### src/rtl/anti_theft_pkg.sv
// Shared encodings for the car anti-theft controller.
// State codes are visible on the debug/display state output.
package anti_theft_pkg;

    typedef enum logic [2:0] {
        ARMED           = 3'd0,
        ENTRY_WAIT      = 3'd1,
        ALARM           = 3'd2,
        ALARM_HOLD      = 3'd3,
        DISARMED        = 3'd4,
        WAIT_DOOR_OPEN  = 3'd5,
        WAIT_DOOR_CLOSE = 3'd6,
        ARM_DELAY       = 3'd7
    } state_e;

    typedef enum logic [1:0] {
        TSEL_ARM       = 2'd0,
        TSEL_DRIVER    = 2'd1,
        TSEL_PASSENGER = 2'd2,
        TSEL_ALARM     = 2'd3
    } tsel_e;

endpackage

### src/rtl/sec_countdown.sv
// Seconds countdown with load and a one-cycle expiry pulse.
// A load takes priority over the 1 Hz decrement in the same cycle.
module sec_countdown #(
    parameter int W = 4
) (
    input  logic         clock,
    input  logic         reset,
    input  logic         one_hz_enable,
    input  logic         load,
    input  logic [W-1:0] load_value,
    output logic [W-1:0] count,
    output logic         expired
);

    logic [W-1:0] count_q;
    logic         active_q;

    always_ff @(posedge clock) begin
        if (reset) begin
            count_q  <= '0;
            active_q <= 1'b0;
        end else if (load) begin
            count_q  <= load_value;
            active_q <= 1'b1;
        end else begin
            if (expired) begin
                active_q <= 1'b0;
            end
            if (one_hz_enable && count_q != '0) begin
                count_q <= count_q - W'(1);
            end
        end
    end

    // Only fires once per load: active drops on the expiry cycle.
    assign expired = active_q && (count_q == '0);
    assign count   = count_q;

endmodule

### src/rtl/anti_theft_fsm.sv
// Car anti-theft controller: doors, entry/exit delays, siren, LED, fuel pump.
// Define ANTI_THEFT_ARMED_BLINK_EN to blink the status LED while ARMED.
module anti_theft_fsm
    import anti_theft_pkg::*;
#(
    parameter int N_DOORS           = 2,
    parameter int TIME_W            = 4,
    parameter int T_ARM_DELAY       = 6,
    parameter int T_DRIVER_DELAY    = 8,
    parameter int T_PASSENGER_DELAY = 15,
    parameter int T_ALARM_ON        = 10
) (
    input  logic               clock,
    input  logic               reset,
    input  logic               one_hz_enable,
    input  logic [N_DOORS-1:0] door,
    input  logic               ignition,
    input  logic               hidden,
    input  logic               brake,
    output logic [2:0]         state,
    output logic               siren,
    output logic               status_led,
    output logic               fuel_pump,
    output logic [TIME_W-1:0]  time_left
);

    localparam int T_MAX = (1 << TIME_W) - 1;

    if (T_ARM_DELAY > T_MAX || T_DRIVER_DELAY > T_MAX ||
        T_PASSENGER_DELAY > T_MAX || T_ALARM_ON > T_MAX) begin : g_bad_delay
        $error("anti_theft_fsm: delay parameter exceeds TIME_W range");
    end

    if (N_DOORS < 1) begin : g_bad_doors
        $error("anti_theft_fsm: N_DOORS must be at least 1");
    end

    state_e              state_q, state_d;
    logic                siren_q, led_q, led_d, fuel_q;
    logic                load, expired;
    tsel_e               tsel;
    logic [TIME_W-1:0]   load_value, count;
    logic                any_open;

    assign any_open = |door;

    sec_countdown #(
        .W (TIME_W)
    ) u_timer (
        .clock         (clock),
        .reset         (reset),
        .one_hz_enable (one_hz_enable),
        .load          (load),
        .load_value    (load_value),
        .count         (count),
        .expired       (expired)
    );

    always_comb begin
        unique case (tsel)
            TSEL_ARM:       load_value = TIME_W'(T_ARM_DELAY);
            TSEL_DRIVER:    load_value = TIME_W'(T_DRIVER_DELAY);
            TSEL_PASSENGER: load_value = TIME_W'(T_PASSENGER_DELAY);
            TSEL_ALARM:     load_value = TIME_W'(T_ALARM_ON);
            default:        load_value = '0;
        endcase
    end

    // Ignition beats door events, which beat timer expiry.
    always_comb begin
        state_d = state_q;
        load    = 1'b0;
        tsel    = TSEL_ARM;
        if (ignition) begin
            state_d = DISARMED;
        end else begin
            case (state_q)
                ARMED: if (any_open) begin
                    state_d = ENTRY_WAIT;
                    load    = 1'b1;
                    tsel    = door[0] ? TSEL_DRIVER : TSEL_PASSENGER;
                end
                ENTRY_WAIT: if (expired) state_d = ALARM;
                ALARM: if (!any_open) begin
                    state_d = ALARM_HOLD;
                    load    = 1'b1;
                    tsel    = TSEL_ALARM;
                end
                ALARM_HOLD: begin
                    if (any_open)     state_d = ALARM;
                    else if (expired) state_d = ARMED;
                end
                DISARMED: state_d = WAIT_DOOR_OPEN;
                WAIT_DOOR_OPEN: if (door[0]) state_d = WAIT_DOOR_CLOSE;
                WAIT_DOOR_CLOSE: if (!any_open) begin
                    state_d = ARM_DELAY;
                    load    = 1'b1;
                    tsel    = TSEL_ARM;
                end
                ARM_DELAY: begin
                    if (any_open)     state_d = WAIT_DOOR_CLOSE;
                    else if (expired) state_d = ARMED;
                end
                default: state_d = ARMED;
            endcase
        end
    end

    always_comb begin
        led_d = (state_d == ENTRY_WAIT) || (state_d == ALARM) ||
                (state_d == ALARM_HOLD);
`ifdef ANTI_THEFT_ARMED_BLINK_EN
        if (state_d == ARMED && state_q == ARMED) begin
            led_d = led_q ^ one_hz_enable;
        end
`endif
    end

    always_ff @(posedge clock) begin
        if (reset) begin
            state_q <= ARMED;
            siren_q <= 1'b0;
            led_q   <= 1'b0;
            fuel_q  <= 1'b0;
        end else begin
            state_q <= state_d;
            siren_q <= (state_d == ALARM) || (state_d == ALARM_HOLD);
            led_q   <= led_d;
            fuel_q  <= ignition && (fuel_q || (hidden && brake));
        end
    end

    assign state      = state_q;
    assign siren      = siren_q;
    assign status_led = led_q;
    assign fuel_pump  = fuel_q;
    assign time_left  = count;

endmodule

### config.mk
export PLATFORM = sky130hd
export DESIGN_NAME = anti_theft_fsm
export DESIGN_NICKNAME = d
export VERILOG_FILES = /design/src/rtl/anti_theft_pkg.sv /design/src/rtl/sec_countdown.sv /design/src/rtl/anti_theft_fsm.sv
export SDC_FILE = /design/constraint.sdc
export NUM_CORES = 1
export LEC_CHECK = 0
export CORE_MARGIN = 5
export CORE_UTILIZATION = 44
export CTS_CLUSTER_DIAMETER = 40
export DETAILED_ROUTE_END_ITERATION = 10
export PLACE_DENSITY = 0.73
export SLEW_MARGIN = 20
export SYNTH_ARGS = -nofsm -noshare
export SYNTH_HDL_FRONTEND = slang
export SYNTH_SLANG_ARGS = --single-unit
### constraint.sdc
create_clock -name clock -period 1.9 [get_ports clock]
set_input_delay 0.19 -clock clock [delete_from_list [all_inputs] [get_ports clock]]
set_output_delay 0.19 -clock clock [all_outputs]
set_load 0.02 [all_outputs]
==> summary.md, run 1 <==
| Metric | Value |
|---|---|
| Status | `finished, final reports clean` |
| Ys flop type | `dfxtp_1` |
| DRT antenna net count | `0` |
| Yosys reg bits | `11` |
| Layout area overhead | `27.0%` |
| Clock Sinks | `11` |
| Final Util | `0.585` |
| CTS tree | `yes` |
| Slew margin rel. | `0.738` |
| Hpwl dp | `1.14 mm` |
| Seq. cell area | `220 um^2` |
| LEAKAGE | `0.311 nW` |
| Die W | `49.5 um` |
| Tcrit/Tclk final | `0.895` |
| Starting DRT DRC Count | `10` |
| Largest net degree at the start of global routing | `12` |
| Critical path startpoint category | `register` |
| Hold Crit Class | `register to register` |
| VDD IR max | `0.418 mV` |
| Layout cells sized above 1 | `0.138` |
| Maximum Capacitance Violations | `0` |
| Setup Skew | `0.00267 ns` |
| Max-slew violations | `0` |
| Die height | `49.5 um` |
| Wire length per cell | `13.2 um` |
| Multi-input gate area | `393 um^2` |
| Hold Buf Count CTS | `0` |
| Netlist cell types | `36` |
| RSZ-0062 raised after global routing | `false` |
| Clock buffer count from CTS | `3` |
| Hold endpoint | `fuel_pump$_SDFF_PP0_` |
| Fin Hold WS | `0.524 ns` |
| Reg2reg setup slack | `0.20 ns` |
| Post-Synthesis Cells | `75` |
| Synth warnings | `0` |
| Clock transition at path regs | `0.07 ns` |
| Worst-margin pin slew | `0.389 ns` |
| Fill count | `135` |
| First-pass GRT wire length | `2.44 mm` |
| Vias in the first global route | `548` |
| Hold path depth | `2` |
| Residual DRC | `0` |
| Placeable Area | `1490 um^2` |
| CP Capture Type | `register` |
| Clock tree buffer depth | `2` |
| Fin Setup TNS | `0 ns` |
| Die area | `2450 um^2` |
| Critical hold path startpoint | `fuel_pump$_SDFF_PP0_` |
| Synth async-reset ratio | `0` |
| Io pins | `18` |
| Row cnt | `14` |
| Antenna diodes | `0` |
| Fin. Hold Viols | `0` |
| CP arrival | `1.88 ns` |
| Root buf cell | `clkbuf_4` |
| # setup viols final | `0` |
| Via density | `5.47` |
| Mapped Area | `686 um^2` |
| DR vias | `602` |
| Power density of the placed cells | `831 nW/um^2` |
| H-tree depth | `1` |
| Fmax | `588 MHz` |
| WP data required | `2.08 ns` |
| Critical path peak fanout | `9` |
| Worst r2r src | `state[1]$_SDFF_PP0_` |
| Post-synth EDFFs | `0` |
| Total Nets Final | `105` |
| Overall routing resource usage | `0.126` |
| DRT Pass-1 Iters | `4` |
| Grt ovf | `0` |
| CP Class | `register to register` |
| Final WL | `1.45 mm` |
| R2R cell count | `5` |
| Final min period | `1.70 ns` |
| Synthesized area per cell | `9.14 um^2` |
| GP Congestion | `0.868` |
| Worst r2r dst | `u_timer.count[1]$_SDFFE_PP0P_` |
| Initial antenna violation count | `0` |
| Count of buffers from port buffering | `17` |
| Sequential area share after synthesis | `0.321` |
| Worst skew pair latency | `0.26 ns` |
| Synth Net Count | `85` |
| Initial Util | `0.461` |
==> how the worst max path moves through the flow <==
stage,endpoint,depth (start not counted),from,slack (ns)
floorplan,u_timer.count[3]$_SDFFE_PP0P_,7,u_timer.count[0]$_SDFFE_PP0P_,0.26
global placement,u_timer.count[3]$_SDFFE_PP0P_,6,door[1],0.05
detailed placement,u_timer.count[3]$_SDFFE_PP0P_,6,door[1],0.03
CTS,u_timer.count[3]$_SDFFE_PP0P_,7,u_timer.count[0]$_SDFFE_PP0P_,0.17
global route,status_led$_SDFF_PP0_,6,u_timer.count[1]$_SDFFE_PP0P_,0.06
finish,u_timer.count[1]$_SDFFE_PP0P_,5,state[1]$_SDFF_PP0_,0.20
==> placed cells by master, fill, tap and decap left out, drive strengths merged <==
| master | n |
|---|---|
| a211o | 1 |
| a21oi | 5 |
| a221oi | 3 |
| a2bb2oi | 1 |
| a31o | 1 |
| a31oi | 1 |
| a32oi | 1 |
| and3b | 1 |
| buf | 3 |
| clkbuf | 4 |
| clkdlybuf4s50 | 17 |
| dfxtp | 11 |
| ha | 2 |
| inv | 5 |
| mux2i | 1 |
| nand2 | 3 |
| nand3 | 4 |
| nand4 | 1 |
| nor2 | 9 |
| nor2b | 2 |
| nor3 | 2 |
| nor3b | 4 |
| nor4 | 2 |
| o2111ai | 1 |
| o21ai | 2 |
| o22ai | 1 |
| or2 | 1 |
| or3b | 1 |
| or4 | 2 |
| xnor2 | 2 |
==> per-layer routing <==
layer  global-route usage  routed length [um]  up-vias
li1                     -                   -      317
met1                0.154                 653      273
met2                0.204                 714       12
met3               0.0572                  82        0
met4               0.0218                   0        0
met5                    0                   0        -
==> sequential cells by signal, indices dropped and copies added (netlist names) <==
| register | cells |
|---|---|
| status_led | 1 |
| siren | 1 |
| u_timer.count | 4 |
| u_timer.active_q | 1 |
| state | 3 |
| fuel_pump | 1 |
==> synth_stat cells, drive strengths merged (2+ instances only) <==
master,n,area [um^2]
a21oi,5,28.8
a221oi,3,32.5
buf,5,56.3
dfxtp,11,220
ha,2,25.0
inv,5,18.8
nand2,3,11.3
nand3,4,20.0
nor2,9,41.3
nor2b,2,12.5
nor3,2,21.3
nor3b,4,46.3
nor4,2,12.5
o21ai,2,10.0
or4,2,15.0
xnor2,2,17.5
==> critical path: stages, from the launching register on <==
cell and delay, ns:
dfxtp_1 0.55, nor3b_4 0.31, a21oi_2 0.07, nor3_4 0.29, mux2i_1 0.15, a221oi_2 0.25
==> what timing repair did <==
| item | CTS | global route |
|---|---|---|
| resized for setup | 0 | 1 |
| setup endpoints to repair | 0 | 1 |
| setup buffers | 0 | 0 |
| endpoints found under the hold margin | 0 | 0 |
==> area by class of cell <==
type                            count  share of cell area
Clock buffer                        4              0.0302
Inverter                            5              0.0216
Multi-Input combinational cell     54               0.451
Sequential cell                    11               0.253
Tap cell                           16              0.0230
Timing Repair Buffer               20               0.221
==> report_power, final <==
group / switching [mW] / total (mW) / internal, mW
registers: 0.0294 / 0.287 / 0.258
clock network: 0.0739 / 0.155 / 0.0812
logic: 0.145 / 0.281 / 0.136
total: 0.248 / 0.723 / 0.475
==> cells by family after synthesis <==
| logic type | after synthesis | share of synthesized area |
|---|---|---|
| simple gates | 32 | 0.307 |
| buf+inv | 10 | 0.109 |
| fa+ha+maj | 2 | 0.0365 |
| mux | 1 | 0.0146 |
| compound gates | 17 | 0.186 |
| xor+xnor | 2 | 0.0256 |
| flops | 11 | 0.321 |
==> metrics by stage <==
step / worst slack [ns] / power, mW / area (um^2) / std cells
after global routing: 0.0590 / 0.780 / 871 / 110
after global placement: 0.0454 / 0.569 / 842 / 106
after CTS: 0.168 / 0.732 / 868 / 110
after detailed placement: 0.0265 / 0.571 / 842 / 106
after floorplan: 0.260 / 0.476 / 686 / 75
final: 0.199 / 0.723 / 871 / 110
Note: power is estimated with default switching activity, not from simulation.
==> run 2, diff against run 1 <==
Settings changed: CTS_CLUSTER_DIAMETER 40 to default.
Clock period 1.9 ns to 2.05 ns, I/O delays scaled along.
==> summary.md, run 2 (synthesized netlist as in run 1, its figures left out) <==
| Metric | Value |
|---|---|
| Total Nets Final | `104` |
| Die height | `49.5 um` |
| Clock share of power | `0.222` |
| Fin Hold WS | `0.527 ns` |
| First-pass GRT wire length | `2.39 mm` |
| Power density of the placed cells | `787 nW/um^2` |
| VDD IR max | `0.637 mV` |
| RSZ-0062 raised after global routing | `false` |
| Clock buffer count from CTS | `3` |
| GP Congestion | `0.883` |
| Post-placement cell count | `105` |
| Pre-CTS WS | `0.0979 ns` |
| # setup viols final | `0` |
| Worst-margin pin slew | `0.420 ns` |
| Slew margin rel. | `0.720` |
| Status | `finished, final reports clean` |
| Die W | `49.5 um` |
| Max-slew violations | `0` |
| Worst skew pair latency | `0.27 ns` |
| WP data required | `1.85 ns` |
| H-tree depth | `1` |
| Antenna diodes | `0` |
| Fmax | `577 MHz` |
| Clock Sinks | `11` |
| Setup crit end | `state[2]` |
| Post-Layout Cell Count | `109` |
| CP arrival | `1.53 ns` |
| CP Class | `register to primary output` |
| Die area | `2450 um^2` |
| Comb power frac | `0.385` |
| Resized Gates After CTS | `0` |
| Via density | `5.77` |
| Switching pwr | `0.240 mW` |
| Final min period | `1.73 ns` |
| CP Capture Type | `primary output` |
| Initial antenna violation count | `0` |
| Clock transition at path regs | `0.08 ns` |
| Hpwl dp | `1.17 mm` |
| Internal | `0.437 mW` |
| Most frequent cells in the layout | `17 x clkdlybuf4s50_1, 11 x dfxtp_1, 8 x nor2_1` |
| DRT Pass-1 Iters | `4` |
| Met3 Use GR | `0.0361` |
| Post-CTS setup buffers | `0` |
| LEAKAGE | `0.305 nW` |
| Count of buffers from port buffering | `17` |
| Placeable Area | `1490 um^2` |
| Layout cells sized above 1 | `0.118` |
| Crit path from | `state[2]$_SDFF_PP0_` |
| Net Sw Frac | `0.355` |
| Initial Util | `0.461` |
| R2R cell count | `7` |
| Largest net degree at the start of global routing | `12` |
| Starting DRT DRC Count | `18` |
| Grt ovf | `0` |
| Busiest grt layer | `met2` |
| Layout area overhead | `25.5%` |
| Wire length per cell | `13.7 um` |
| Residual DRC | `0` |
| DRT antenna net count | `0` |
| GRT met2 Usage | `0.180` |
| Tcrit/Tclk final | `0.845` |
| DR vias | `629` |
| Setup Skew | `0.00404 ns` |
| Hold Buf Count CTS | `0` |
| Max reg flops | `4` |
| Final WL | `1.50 mm` |
| Overall routing resource usage | `0.118` |
| Total design power | `0.677 mW` |
| Io pins | `18` |
| Root buf cell | `clkbuf_4` |
| Critical path startpoint category | `register` |
| CTS tree | `yes` |
| Reg2reg setup slack | `0.32 ns` |
| Worst r2r dst | `u_timer.count[3]$_SDFFE_PP0P_` |
| Clock tree buffer depth | `2` |
| Most common cell after layout, fill and taps aside | `clkdlybuf4s50_1` |
| Worst r2r src | `u_timer.count[0]$_SDFFE_PP0P_` |
| Setup ws final | `0.317 ns` |
| Fin Setup TNS | `0 ns` |
| Sequential fraction of design power | `0.393` |
| Seq. cell area | `220 um^2` |
| GR Util met1 | `0.169` |
| Row cnt | `14` |
| Critical path peak fanout | `6` |
| Fin. Hold Viols | `0` |
| Vias in the first global route | `549` |
| Hold Crit Class | `register to register` |
| Maximum Capacitance Violations | `0` |
| Multi-input gate area | `390 um^2` |
| Fill count | `143` |
run 2: cell types whose count changed in the layout (fill, tap and decap cells not counted), sizes merged:
cell and change:
buf -1
run 2: worst max-delay path: stages, from the launching register on:
cell             delay (ns)
dfxtp_1                0.47
buf_4                  0.19
clkdlybuf4s50_1        0.60
run 2: how the worst min path moves through the flow:
stage | from | to | slack (ns) | depth (start not counted)
2_1_floorplan | reset | u_timer.count[1]$_SDFFE_PP0P_ | 0.39 | 2
3_3_place_gp | fuel_pump$_SDFF_PP0_ | fuel_pump$_SDFF_PP0_ | 0.51 | 2
3_5_place_dp | fuel_pump$_SDFF_PP0_ | fuel_pump$_SDFF_PP0_ | 0.52 | 2
4_1_cts | fuel_pump$_SDFF_PP0_ | fuel_pump$_SDFF_PP0_ | 0.53 | 2
5_1_grt | fuel_pump$_SDFF_PP0_ | fuel_pump$_SDFF_PP0_ | 0.55 | 2
6_report | fuel_pump$_SDFF_PP0_ | fuel_pump$_SDFF_PP0_ | 0.53 | 2
run 2: routing by layer:
layer	vias to the layer above	part of all wire
li1	316	-
met1	290	0.46
met2	21	0.46
met3	2	0.075
met4	0	0.0047
met5	-	0
run 2: layout make-up:
cell class,instances,share of cell area
multi-input combinational,54,0.453
sequential,11,0.256
timing repair buffer,19,0.215
clock buffer,4,0.0305
tap,16,0.0233
inverter,5,0.0218
run 2: through the flow:
step,util,instance area [um^2]
global placement,0.561,835
global route,0.578,861
finish,0.578,861
floorplan,-,686
detailed placement,0.561,835
CTS,0.578,861
run 2: power by group through the flow:
stage	Sequential [mW]	Clock, mW	Combinational [mW]
after detailed placement	0.271	0	0.258
after floorplan	0.291	0	0.151
after global placement	0.270	0	0.254
final	0.266	0.151	0.260
after global routing	0.271	0.167	0.284
after CTS	0.266	0.154	0.259
